File: config.mk
export PLATFORM = sky130hd
export DESIGN_NAME = bram_cascade_seq
export DESIGN_NICKNAME = d
export VERILOG_FILES = /design/src/rtl/bram_seq_pkg.sv /design/src/rtl/bram_seq_prio_enc.sv /design/src/rtl/bram_cascade_seq.sv
export SDC_FILE = /design/constraint.sdc
export NUM_CORES = 1
export LEC_CHECK = 0
export BUFFER_PORTS_ARGS = -buffer_cell sky130_fd_sc_hd__buf_2
export CORE_MARGIN = 2
export CORE_UTILIZATION = 40
export CTS_CLUSTER_SIZE = 16
export DETAILED_ROUTE_END_ITERATION = 7
export GPL_ROUTABILITY_DRIVEN = 0
export PLACE_DENSITY = 0.65
export SETUP_SLACK_MARGIN = 0.02
export SYNTH_ARGS = -nofsm -noshare
export SYNTH_HDL_FRONTEND = slang
export SYNTH_SLANG_ARGS = --single-unit
File: constraint.sdc
create_clock -name clk -period 5.3 [get_ports clk]
set_input_delay 1.325 -clock clk [delete_from_list [all_inputs] [get_ports clk]]
set_output_delay 1.325 -clock clk [all_outputs]
set_load 0.01 [all_outputs]
File: src/rtl/bram_seq_pkg.sv
// rtl/bram_seq_pkg.sv - shared types and constants for the BRAM cascade run controller
// Purpose: state enumeration, DUT reset length and a log2 width helper.
// Ports: none (package).
package bram_seq_pkg;

  typedef enum logic [2:0] {
    IDLE,
    DUT_RST,
    STAGGER,
    SETTLE,
    RUN,
    DONE
  } state_t;

  localparam int DUT_RST_CYC = 2;

  // Bits needed to index n items; never less than 1.
  function automatic int log2w(input int n);
    int w;
    w = 1;
    while ((1 << w) < n) w = w + 1;
    return w;
  endfunction

endpackage

File: src/rtl/bram_seq_prio_enc.sv
// rtl/bram_seq_prio_enc.sv - lowest-set-bit priority encoder
// Purpose: reports the index of the lowest asserted request bit.
// Ports:
//   req   in  N  request vector
//   idx   out W  index of lowest set bit (0 when none)
//   valid out 1  at least one request bit set
module bram_seq_prio_enc #(
  parameter int N = 8,
  parameter int W = 3
) (
  input  logic [N-1:0] req,
  output logic [W-1:0] idx,
  output logic         valid
);

  // Scan from the top down so the lowest set bit is the last to write idx.
  always_comb begin
    idx   = '0;
    valid = 1'b0;
    for (int i = N - 1; i >= 0; i--) begin
      if (req[i]) begin
        idx   = W'(i);
        valid = 1'b1;
      end
    end
  end

endmodule

File: src/rtl/bram_cascade_seq.sv
// rtl/bram_cascade_seq.sv - staggered start / run-window controller for cascaded-BRAM test DUTs
// Purpose: resets the DUT array, enables instances one at a time, waits a settle
// window, then accumulates per-instance pass flags over a fixed run window.
// Ports:
//   clk, rst          clock and synchronous active-high reset
//   start, abort      sequence control (abort wins over start)
//   dut_rst           reset to all DUTs
//   dut_start         per-DUT start, thermometer filled bit 0 first
//   dut_enable        per-DUT enable, mirrors dut_start
//   dut_pass          per-DUT pass flags
//   busy, done        sequence status
//   pass_all          no DUT failed (meaningful while done)
//   fail_vec          sticky per-DUT failure flags
//   first_fail_id     lowest-index DUT of the first failing cycle
//   first_fail_cyc    run-window index of the first failure
module bram_cascade_seq
  import bram_seq_pkg::*;
#(
  parameter int N_DUT       = 8,
  parameter int STAGGER_CYC = 4,
  parameter int SETTLE_CYC  = 8,
  parameter int RUN_CYC     = 1024,
  parameter int CNT_W       = 16,
  localparam int ID_W       = log2w(N_DUT)
) (
  input  logic             clk,
  input  logic             rst,
  input  logic             start,
  input  logic             abort,
  output logic             dut_rst,
  output logic [N_DUT-1:0] dut_start,
  output logic [N_DUT-1:0] dut_enable,
  input  logic [N_DUT-1:0] dut_pass,
  output logic             busy,
  output logic             done,
  output logic             pass_all,
  output logic [N_DUT-1:0] fail_vec,
  output logic [ID_W-1:0]  first_fail_id,
  output logic [CNT_W-1:0] first_fail_cyc
);

  localparam longint CNT_MAX = (64'd1 << CNT_W) - 1;

  if (N_DUT < 2 || STAGGER_CYC < 1 || SETTLE_CYC < 1 || RUN_CYC < 1 ||
      longint'(STAGGER_CYC) > CNT_MAX || longint'(SETTLE_CYC) > CNT_MAX ||
      longint'(RUN_CYC) > CNT_MAX ||
      longint'((N_DUT - 1) * STAGGER_CYC) > CNT_MAX) begin : g_param_check
    $error("bram_cascade_seq: parameter out of range for CNT_W");
  end

  localparam logic [CNT_W-1:0] RST_LAST    = CNT_W'(DUT_RST_CYC - 1);
  localparam logic [CNT_W-1:0] STAG_LAST   = CNT_W'(STAGGER_CYC - 1);
  localparam logic [CNT_W-1:0] SETTLE_LAST = CNT_W'(SETTLE_CYC - 1);
  localparam logic [CNT_W-1:0] RUN_LAST    = CNT_W'(RUN_CYC - 1);

  state_t           state, state_n;
  logic [CNT_W-1:0] cnt, cnt_n;
  logic             dut_rst_n, busy_n, done_n, pass_all_n;
  logic [N_DUT-1:0] dut_start_n, fail_vec_n, fail_now, fail_acc;
  logic [ID_W-1:0]  ffid_n, enc_idx;
  logic [CNT_W-1:0] ffcyc_n;
  logic             enc_valid;

  assign fail_now = ~dut_pass;
  assign fail_acc = fail_vec | fail_now;

  bram_seq_prio_enc #(
    .N (N_DUT),
    .W (ID_W)
  ) u_prio_enc (
    .req   (fail_now),
    .idx   (enc_idx),
    .valid (enc_valid)
  );

  always_ff @(posedge clk) begin
    if (rst) begin
      state          <= IDLE;
      cnt            <= '0;
      dut_rst        <= 1'b0;
      dut_start      <= '0;
      busy           <= 1'b0;
      done           <= 1'b0;
      pass_all       <= 1'b0;
      fail_vec       <= '0;
      first_fail_id  <= '0;
      first_fail_cyc <= '0;
    end else begin
      state          <= state_n;
      cnt            <= cnt_n;
      dut_rst        <= dut_rst_n;
      dut_start      <= dut_start_n;
      busy           <= busy_n;
      done           <= done_n;
      pass_all       <= pass_all_n;
      fail_vec       <= fail_vec_n;
      first_fail_id  <= ffid_n;
      first_fail_cyc <= ffcyc_n;
    end
  end

  assign dut_enable = dut_start;

  // One counter is shared by every timed state: it is cleared on each state
  // entry. In STAGGER it counts the phase within one stagger slot and the
  // thermometer shifts in a 1 at the end of each slot, so bit i becomes
  // visible exactly i*STAGGER_CYC cycles into the state.
  always_comb begin
    state_n     = state;
    cnt_n       = cnt;
    dut_rst_n   = dut_rst;
    dut_start_n = dut_start;
    busy_n      = busy;
    done_n      = done;
    pass_all_n  = pass_all;
    fail_vec_n  = fail_vec;
    ffid_n      = first_fail_id;
    ffcyc_n     = first_fail_cyc;

    if (abort && state != IDLE) begin
      // Failure record is left intact so it can be inspected after abort.
      state_n     = IDLE;
      cnt_n       = '0;
      dut_rst_n   = 1'b0;
      dut_start_n = '0;
      busy_n      = 1'b0;
      done_n      = 1'b0;
      pass_all_n  = 1'b0;
    end else begin
      case (state)
        IDLE, DONE: begin
          if (start && !abort) begin
            state_n     = DUT_RST;
            cnt_n       = '0;
            dut_rst_n   = 1'b1;
            dut_start_n = '0;
            busy_n      = 1'b1;
            done_n      = 1'b0;
            pass_all_n  = 1'b0;
            fail_vec_n  = '0;
            ffid_n      = '0;
            ffcyc_n     = '0;
          end
        end
        DUT_RST: begin
          if (cnt == RST_LAST) begin
            state_n     = STAGGER;
            cnt_n       = '0;
            dut_rst_n   = 1'b0;
            dut_start_n = N_DUT'(1);
          end else begin
            cnt_n = cnt + 1'b1;
          end
        end
        STAGGER: begin
          if (dut_start[N_DUT-1]) begin
            state_n = SETTLE;
            cnt_n   = '0;
          end else if (cnt == STAG_LAST) begin
            cnt_n       = '0;
            dut_start_n = {dut_start[N_DUT-2:0], 1'b1};
          end else begin
            cnt_n = cnt + 1'b1;
          end
        end
        SETTLE: begin
          if (cnt == SETTLE_LAST) begin
            state_n = RUN;
            cnt_n   = '0;
          end else begin
            cnt_n = cnt + 1'b1;
          end
        end
        RUN: begin
          fail_vec_n = fail_acc;
          // An all-zero fail_vec means no earlier run cycle has failed.
          if (fail_vec == '0 && enc_valid) begin
            ffid_n  = enc_idx;
            ffcyc_n = cnt;
          end
          if (cnt == RUN_LAST) begin
            state_n     = DONE;
            cnt_n       = '0;
            dut_start_n = '0;
            busy_n      = 1'b0;
            done_n      = 1'b1;
            // Include this cycle's sample so pass_all agrees with fail_vec.
            pass_all_n  = ~|fail_acc;
          end else begin
            cnt_n = cnt + 1'b1;
          end
        end
        default: begin
          state_n = IDLE;
        end
      endcase
    end
  end

endmodule

==> results.json <==
{
  "setup_tns_ps": 0,
  "setup_ws_ps": 2350,
  "drtIter0Drc": 171,
  "critPathMaxStageDelay_ps": 830,
  "cts_buffer_depth": 2,
  "antenna_found_initial": 0,
  "synth_cells": 335,
  "yosys_most_used_dff": "dfxtp_1",
  "r2r_slack_ps": 2600,
  "fin_crit_ps": 2950,
  "die_h_um": 89.1,
  "cts_tree": "built",
  "cp.buffers_inverters": 1,
  "worstPathCellList": "buf_2 > nand2_1 > a211o_1 > nor3_4 > mux2i_1 > nor2_1",
  "syn_avg_cell_area_sq_um": 8.65,
  "hp-class": "register to register",
  "cellPowerDensity_mw_per_mm2": 351,
  "dpl.hpwl_mm": 4.75,
  "antenna_cells": 0,
  "grt_pass1_wl_mm": 11.1,
  "portBuffers": 58,
  "yosysSeqAreaShare_pct": 40.1,
  "worstPathArrival_ps": 3140,
  "cts_resized": 0,
  "core_area_sq_mm": 0.00714,
  "die_x_um": 89.1,
  "clock_sinks": 58,
  "num_rows": 31,
  "grt_pass1_vias": 2326,
  "path_class": "input port to register",
  "synth_edf_count": 0,
  "clk_pin_slew_worst_paths_ps": 70,
  "drcViolationCount": 0,
  "outcome": "finished, final reports clean",
  "num-nets-final": 395,
  "post_cts_buffers": 0,
  "regToRegEndpoint": "cnt[7]",
  "fmax_mhz": 339,
  "drive_gt1_share_pct": 22.6,
  "syn_nets": 350,
  "slew_violations": 0,
  "grtUsageTotal_pct": 17.6,
  "post-place-ws_ps": 2000,
  "crit_slowest_cell": "nor3_4",
  "p_leak_nw": 1.31,
  "post-route-period-util_pct": 55.6,
  "cp.required_ps": 5490,
  "holdPathStages": 2,
  "rsz0062_at_grt": "no",
  "routedWlPerCell_um": 13.9,
  "initial_core_util_pct": 40.6,
  "holdPathEnd": "first_fail_id[2]",
  "cts_root_buf": "clkbuf_8",
  "hold_viol": 0,
  "grt-ovfl-total": 0,
  "vdd_drop_max_v": 0.000139,
  "crit_path_end_kind": "register",
  "cp_top_family": "simple AND/OR/NAND/NOR gates",
  "reg2reg_depth": 6,
  "ys_types": 57,
  "r2r_start": "cnt[0]",
  "cp-start-kind": "input port",
  "dr.pass1.iters": 4,
  "vias_per_cell": 5.40,
  "antenna_left": 0,
  "netlist_area_sq_mm": 0.00290,
  "yosysWarnings": 0,
  "min_from": "first_fail_id[2]",
  "drv_cap": 0,
  "synth_seq_cells": 58,
  "holdWs_ps": 463,
  "postCtsHoldBufs": 0,
  "setup_viol": 0,
  "wl_mm": 6.74,
  "ioPinCount": 59,
  "cts_buffers": 9,
  "area_delta_synth_final_pct": 14.9,
  "worst_pin_slew_ps": 965,
  "num_vias": 2613,
  "async_reset_ff_share_pct": 0,
  "worstPathMaxFanout": 18,
  "die_area_sq_mm": 0.00794,
  "grt_max_degree": 24,
  "fin_worst_skew_ps": 10.0,
  "clk_latency_ps": 340,
  "cts_htree_levels": 3,
  "maxSlewHeadroom_pct": 35.4
}
-- registers in the layout (all words and copies together), names as in the netlist --
name	flops
busy	1
cnt	16
done	1
dut_enable	8
dut_rst	1
fail_vec	8
first_fail_cyc	16
first_fail_id	3
pass_all	1
state	3
-- cell type report --
type                            instances  area [sq um]
Inverter                                8          30.0
Fill cell                             743          3810
Multi-Input combinational cell        245          1540
Timing Repair Buffer                   58           290
Clock buffer                           10           138
Sequential cell                        58          1160
Clock inverter                          6          41.3
Tap cell                               99           124
-- power by group --
part / switching [mW] / internal [mW]
sequential: 0.0397 / 0.460
combinational: 0.194 / 0.105
clock: 0.188 / 0.182
total: 0.421 / 0.746
-- worst min-delay path, cell delays in order, from the launching register on --
cell and delay [ps]:
dfxtp_1 310, nand3_1 60, a21oi_1 50
-- how the worst max path moves through the flow --
stage	startpoint	end	slack, ps	depth (start not counted)
floorplan	start	first_fail_cyc[11]	2590	7
global placement	start	first_fail_cyc[10]	2060	6
detailed placement	start	first_fail_cyc[7]	2000	6
CTS	start	first_fail_cyc[8]	2360	6
global route	start	first_fail_cyc[9]	2200	6
finish	start	first_fail_cyc[8]	2350	6
-- cells in the final DEF (no fill, tap or decap), drive strengths merged, types with 2 or more instances in the layout --
master    count
a211oi        3
a21o          3
a21oi        26
a311oi        7
a31oi         4
and3          6
and4          2
buf          58
clkbuf       10
clkinv        2
clkinvlp      3
dfxtp        58
ha            3
inv           9
mux2i        15
nand2        21
nand2b        2
nand3        11
nand4         8
nor2         58
nor2b         2
nor3          5
nor3b         3
nor4          7
o2111ai       3
o211ai        7
o21a          2
o21ai        11
o311ai        2
o31ai         3
or3           7
or4           2
xnor2         2
xor2          7
-- per-stage QoR --
stage	utilization, %	cells	power, mW	cell area, sq um
floorplan	-	335	0.746	2900
global placement	44.1	468	0.802	3150
detailed placement	44.1	468	0.804	3150
CTS	46.6	484	1.17	3330
global route	46.6	484	1.23	3330
finish	46.6	484	1.17	3330
-- synth_stat cells (8+ instances only) --
cell	instances	area [sq um]
nor2_1	58	218
nand2_1	21	78.8
dfxtp_1	58	1160
nand3_1	11	55.1
mux2i_1	15	150
a21oi_1	23	115
inv_1	8	30.0
o21ai_0	11	55.1
nand4_1	8	50.1
buf_4	11	82.6
-- cell families after synthesis --
family / count (synthesis) / synth area share, %
AND/OR/NAND/NOR: 136 / 23.9
AO/OA/AOI/OAI: 82 / 20.2
flip-flops: 58 / 40.1
buffers and inverters: 32 / 6.65
multiplexers: 15 / 5.18
XOR/XNOR: 9 / 2.72
adder cells (fa/ha/maj): 3 / 1.30
-- routing by layer --
metal  share of wire [%]  track usage (%)  vias to the layer above
li1                    -                -                     1304
met4                0.65             5.70                        0
met1                  48             23.4                     1246
met3                 4.9             3.97                        5
met2                  46             28.4                       58
met5                   0                0                        -
(Power assumes the default switching activity.)
